$ cat config.mk
export PLATFORM = sky130hd
export DESIGN_NAME = univ_shift_reg_flat
export DESIGN_NICKNAME = d
export VERILOG_FILES = /design/src/rtl/univ_shift_reg_if.sv /design/src/rtl/univ_shift_reg.sv /design/src/flat_wrapper.sv
export SDC_FILE = /design/constraint.sdc
export NUM_CORES = 1
export LEC_CHECK = 0
export ABC_AREA = 0
export CORE_MARGIN = 2
export CORE_UTILIZATION = 41
export DETAILED_ROUTE_END_ITERATION = 10
export PLACE_DENSITY_LB_ADDON = 0.3
export SYNTH_ARGS = -nofsm -noshare
export SYNTH_HDL_FRONTEND = slang
export SYNTH_SLANG_ARGS = --single-unit
$ cat constraint.sdc
create_clock -name clk -period 1.4 [get_ports clk]
set_clock_uncertainty 0.05 [all_clocks]
set_input_delay 0.21 -clock clk [delete_from_list [all_inputs] [get_ports clk]]
set_output_delay 0.21 -clock clk [all_outputs]
set_load 0.1 [all_outputs]
$ cat src/rtl/univ_shift_reg_if.sv
`default_nettype none
// +------------------------------------------------------------------------+
// | Module      : univ_shift_reg_if                                        |
// | Description : Control/data bundle for univ_shift_reg. The master       |
// |               drives enable, mode, parallel and serial inputs; the     |
// |               slave (the register) returns its contents, serial taps   |
// |               and frame-counter status.                                |
// | Ports       : en, mode[2:0], in_data[WIDTH], ser_in_l, ser_in_r        |
// |               out_data[WIDTH], ser_out_msb, ser_out_lsb,               |
// |               shift_cnt[CNT_W], frame_done                             |
// | Revision    : 1.0  initial release                                     |
// +------------------------------------------------------------------------+
interface univ_shift_reg_if #(
  parameter int WIDTH = 8
);
  localparam int CNT_W = $clog2(WIDTH);

  logic             en;
  logic [2:0]       mode;
  logic [WIDTH-1:0] in_data;
  logic             ser_in_l;
  logic             ser_in_r;
  logic [WIDTH-1:0] out_data;
  logic             ser_out_msb;
  logic             ser_out_lsb;
  logic [CNT_W-1:0] shift_cnt;
  logic             frame_done;

  modport master (
    output en, mode, in_data, ser_in_l, ser_in_r,
    input  out_data, ser_out_msb, ser_out_lsb, shift_cnt, frame_done
  );

  modport slave (
    input  en, mode, in_data, ser_in_l, ser_in_r,
    output out_data, ser_out_msb, ser_out_lsb, shift_cnt, frame_done
  );
endinterface
`default_nettype wire

$ cat src/rtl/univ_shift_reg.sv
`default_nettype none
// +------------------------------------------------------------------------+
// | Module      : univ_shift_reg                                           |
// | Description : Parametrised universal shift register with clock enable. |
// |               Modes: HOLD, SHL, SHR, ROTL, ROTR, LOAD, ASR, CLR.       |
// |               Optional frame counter (macro USR_FRAME_CNT_EN) counts   |
// |               shifts since the last LOAD/CLR and pulses frame_done     |
// |               for one cycle after every WIDTH-th shift. Without the    |
// |               macro, shift_cnt and frame_done are tied to 0.           |
// | Ports       : clk   - rising-edge clock                                |
// |               reset - asynchronous reset, active low                   |
// |               bus   - univ_shift_reg_if.slave (en, mode, in_data,      |
// |                       ser_in_l/r in; out_data, ser_out_msb/lsb,        |
// |                       shift_cnt, frame_done out)                       |
// | Revision    : 1.0  initial release                                     |
// +------------------------------------------------------------------------+
module univ_shift_reg #(
  parameter int WIDTH = 8  // must match the WIDTH of the connected interface
) (
  input  wire logic            clk,
  input  wire logic            reset,
  univ_shift_reg_if.slave      bus
);

  localparam int CNT_W = $clog2(WIDTH);

  localparam logic [2:0] MODE_HOLD = 3'b000;
  localparam logic [2:0] MODE_SHL  = 3'b001;
  localparam logic [2:0] MODE_SHR  = 3'b010;
  localparam logic [2:0] MODE_ROTL = 3'b011;
  localparam logic [2:0] MODE_ROTR = 3'b100;
  localparam logic [2:0] MODE_LOAD = 3'b101;
  localparam logic [2:0] MODE_ASR  = 3'b110;
  localparam logic [2:0] MODE_CLR  = 3'b111;

  logic [WIDTH-1:0] r_q;
  logic [WIDTH-1:0] w_q_next;

  always_comb begin
    w_q_next = r_q;
    case (bus.mode)
      MODE_HOLD: w_q_next = r_q;
      MODE_SHL:  w_q_next = {r_q[WIDTH-2:0], bus.ser_in_l};
      MODE_SHR:  w_q_next = {bus.ser_in_r, r_q[WIDTH-1:1]};
      MODE_ROTL: w_q_next = {r_q[WIDTH-2:0], r_q[WIDTH-1]};
      MODE_ROTR: w_q_next = {r_q[0], r_q[WIDTH-1:1]};
      MODE_LOAD: w_q_next = bus.in_data;
      MODE_ASR:  w_q_next = {r_q[WIDTH-1], r_q[WIDTH-1:1]};
      MODE_CLR:  w_q_next = '0;
      default:   w_q_next = r_q;
    endcase
  end

  always_ff @(posedge clk or negedge reset) begin
    if (!reset) begin
      r_q <= '0;
    end else if (bus.en) begin
      r_q <= w_q_next;
    end
  end

  assign bus.out_data    = r_q;
  assign bus.ser_out_msb = r_q[WIDTH-1];
  assign bus.ser_out_lsb = r_q[0];

`ifdef USR_FRAME_CNT_EN
  logic [CNT_W-1:0] r_cnt;
  logic             r_frame_done;
  logic             w_shift;
  logic             w_restart;

  assign w_shift   = (bus.mode == MODE_SHL)  || (bus.mode == MODE_SHR) ||
                     (bus.mode == MODE_ROTL) || (bus.mode == MODE_ROTR) ||
                     (bus.mode == MODE_ASR);
  assign w_restart = (bus.mode == MODE_LOAD) || (bus.mode == MODE_CLR);

  // frame_done defaults low every cycle so it can only ever be a one-cycle
  // pulse, including when frames run back to back.
  always_ff @(posedge clk or negedge reset) begin
    if (!reset) begin
      r_cnt        <= '0;
      r_frame_done <= 1'b0;
    end else begin
      r_frame_done <= 1'b0;
      if (bus.en) begin
        if (w_restart) begin
          r_cnt <= '0;
        end else if (w_shift) begin
          if (r_cnt == CNT_W'(WIDTH - 1)) begin
            r_cnt        <= '0;
            r_frame_done <= 1'b1;
          end else begin
            r_cnt <= r_cnt + CNT_W'(1);
          end
        end
      end
    end
  end

  assign bus.shift_cnt  = r_cnt;
  assign bus.frame_done = r_frame_done;
`else
  assign bus.shift_cnt  = '0;
  assign bus.frame_done = 1'b0;
`endif

endmodule
`default_nettype wire

$ cat src/flat_wrapper.sv
// flat-port wrapper written by rule: the top's interface ports become plain ports
module univ_shift_reg_flat 
#(
  parameter int WIDTH = 8                                                    
)
  (clk, reset, bus_en, bus_mode, bus_in_data, bus_ser_in_l, bus_ser_in_r, bus_out_data, bus_ser_out_msb, bus_ser_out_lsb, bus_shift_cnt, bus_frame_done);
  univ_shift_reg_if #(.WIDTH(WIDTH)) bus_i ();
  input  wire logic clk;
  input  wire logic reset;
  input wire logic [$bits(bus_i.en)-1:0] bus_en;
  input wire logic [$bits(bus_i.mode)-1:0] bus_mode;
  input wire logic [$bits(bus_i.in_data)-1:0] bus_in_data;
  input wire logic [$bits(bus_i.ser_in_l)-1:0] bus_ser_in_l;
  input wire logic [$bits(bus_i.ser_in_r)-1:0] bus_ser_in_r;
  output wire logic [$bits(bus_i.out_data)-1:0] bus_out_data;
  output wire logic [$bits(bus_i.ser_out_msb)-1:0] bus_ser_out_msb;
  output wire logic [$bits(bus_i.ser_out_lsb)-1:0] bus_ser_out_lsb;
  output wire logic [$bits(bus_i.shift_cnt)-1:0] bus_shift_cnt;
  output wire logic [$bits(bus_i.frame_done)-1:0] bus_frame_done;
  assign bus_i.en = bus_en;
  assign bus_i.mode = bus_mode;
  assign bus_i.in_data = bus_in_data;
  assign bus_i.ser_in_l = bus_ser_in_l;
  assign bus_i.ser_in_r = bus_ser_in_r;
  assign bus_out_data = bus_i.out_data;
  assign bus_ser_out_msb = bus_i.ser_out_msb;
  assign bus_ser_out_lsb = bus_i.ser_out_lsb;
  assign bus_shift_cnt = bus_i.shift_cnt;
  assign bus_frame_done = bus_i.frame_done;
  univ_shift_reg #(.WIDTH(WIDTH)) u_core (.clk(clk), .reset(reset), .bus(bus_i));
endmodule
==> results.toml <==
[global_route]
grt_pass1_vias = 579
grt_overflow_total = 0
grt_pass1_wl_um = 2570
grt.total_usage_pct = 18.1
grt_max_degree = 14
antenna_found_initial = 0

[synthesis]
ys_ff_latch = 8
synth_cell_type_count = 23
synth.avg_cell_area_um2 = 8.02
synth_top_cell_area_share_pct = 29.0
ys_top_cells_by_area = "dfrtp_1 (29%), nand2_1 (12%), o221a_2 (9.8%), buf_4 (6.5%), a31oi_1 (5.4%)"
ys_warn_count = 0
yosysSeqAreaShare_pct = 29.0
synth_area_um2 = 689
yosysTopAreaCell = "dfrtp_1"
synth_cells = 86

[sta]
tns_ps = 0
fin_crit_sh_pct = 90.9
finalSetupViolCount = 0
hold_ws_ps = 181
rsz0062_at_grt = "false"
fmax_mhz = 786
hold_viol = 0
min_period_ps = 1270
worst_slack_ps = 128
finalMaxSlewViolations = 0

[power]
finalPower_mw = 1.47
leakage_nw = 0.449
powerDensity_nw_per_um2 = 1350
ir_drop_mv = 0.879

[final_layout]
drive_gt1_share_pct = 36.6
final_nets = 130
largest_register_ffs = 8
final_cells = 128
area_delta_synth_final_pct = 58.3
most-common-layout-cells = "nand2_1 (22), clkdlybuf4s50_1 (14), buf_12 (10)"
final_common_cell = "nand2_1"
antenna_cells = 0

[die]
die_area_um2 = 2030
num_rows = 14
die_w_um = 45.0
start_util_pct = 44.7
pin_count = 30
core_area_um2 = 1540
die_y_um = 45.0

[placed_design]
place_ws_ps = -273
dp.cells = 125
io_buffer_count = 25
dp_hpwl_um = 1300
gp_congestion = 0.771

[clock_network]
ctsHoldBuffers = 0
clock-sinks = 8
clk_path_buf_depth = 2
cts-buffers-inserted = 3
clkTransAtPathRegs_ps = 50
cts_root_buf = "clkbuf_4"
post_cts_buffers = 0
htree_levels = 1
cts_tree = "built"
clk_latency_ps = 250

[drt]
vias = 673
dr.pass1.iters = 4
wl_per_cell_um = 12.4
ant_nets = 0
drc = 0
viasPerCell = 5.26
wl_um = 1590
drt_iter0_drc = 19

[setup_path]
worstSetupEndpoint = "u_core.bus.out_data[2]"
rr_startpoint = "u_core.bus.out_data[2]"
cp_data_arrival_time_ps = 1350
crit_path_end_kind = "flip-flop"
startpoint = "bus_mode[1]"
r2r-end = "u_core.bus.out_data[3]"
worst-path-max-fanout = 8
start_kind = "primary input"
reg2regPathDepth = 4
r2r_slack_ps = 130
cp.required_ps = 1480
crit_type = "primary input to flip-flop"

[job]
cap_violations = 0

[hold_path]
hold_class = "primary input to asynchronous set/reset pin"

[run_status]
status = "complete, no violations"
[per-stage QoR]
step | area, um^2 | util (%)
after floorplan | 723 | -
after global placement | 1060 | 68.8
after detailed placement | 1060 | 68.8
after CTS | 1080 | 70.2
after global routing | 1090 | 70.8
final | 1090 | 70.8
[power breakdown]
part           internal (mW)  switching (mW)  total (mW)
combinational          0.347           0.575       0.922
clock                 0.0978          0.0741       0.172
sequential             0.295          0.0784       0.373
total                  0.740           0.727        1.47
[kinds of logic after synthesis]
logic type             count (synthesis)  synth area share (%)
AO/OA/AOI/OAI                         27                  29.9
flip-flops                             8                  29.0
buffers and inverters                 15                  15.2
other                                  1                 0.544
AND/OR/NAND/NOR                       33                  22.5
XOR/XNOR                               1                  1.27
multiplexers                           1                  1.45
[worst min-delay path by stage]
stage | end | from | slack [ps] | cells past startpoint
detailed placement | u_core.bus.out_data[5] | reset | 460 | 1
global placement | u_core.bus.out_data[5] | reset | 450 | 1
finish | u_core.bus.out_data[5] | reset | 180 | 1
global route | u_core.bus.out_data[1] | reset | 210 | 1
CTS | u_core.bus.out_data[4] | reset | 190 | 1
floorplan | u_core.bus.out_data[0] | reset | -140 | 0
[what timing repair did]
action,4_1_cts,5_1_grt
hold endpoints to repair,0,0
gates resized for setup,0,4
pin swaps,0,0
endpoints found under the setup margin,1,8
[area by class of cell]
cell class                      count  area [um^2]
Clock buffer                        3         22.5
Fill cell                         118          450
Inverter                            1         3.75
Multi-Input combinational cell     66          398
Sequential cell                     8          223
Tap cell                           16         20.0
Timing Repair Buffer               34          424
[critical path: stages]
cell,delay [ps]
clkdlybuf4s50_1,430
or2_4,310
o21ai_4,140
buf_4,160
o21ai_0,90
[metal layers]
layer | vias to the layer above | GRT usage (%) | part of all wire [%]
li1 | 342 | - | -
met1 | 307 | 24.3 | 44
met2 | 22 | 26.0 | 51
met3 | 2 | 3.60 | 3.7
met4 | 0 | 12.4 | 1.7
met5 | - | 0 | 0
[cell usage after synthesis, drive strengths merged]
cell / n
a211oi: 1
a21oi: 2
a31oi: 6
and2b: 5
buf: 12
clkbuf: 2
conb: 1
dfrtp: 8
inv: 1
mux2i: 1
nand2: 22
nand3b: 2
nor2: 2
nor2b: 1
o21ai: 11
o221a: 6
o22ai: 1
or2: 1
xor2: 1
(Power assumes the default switching activity.)
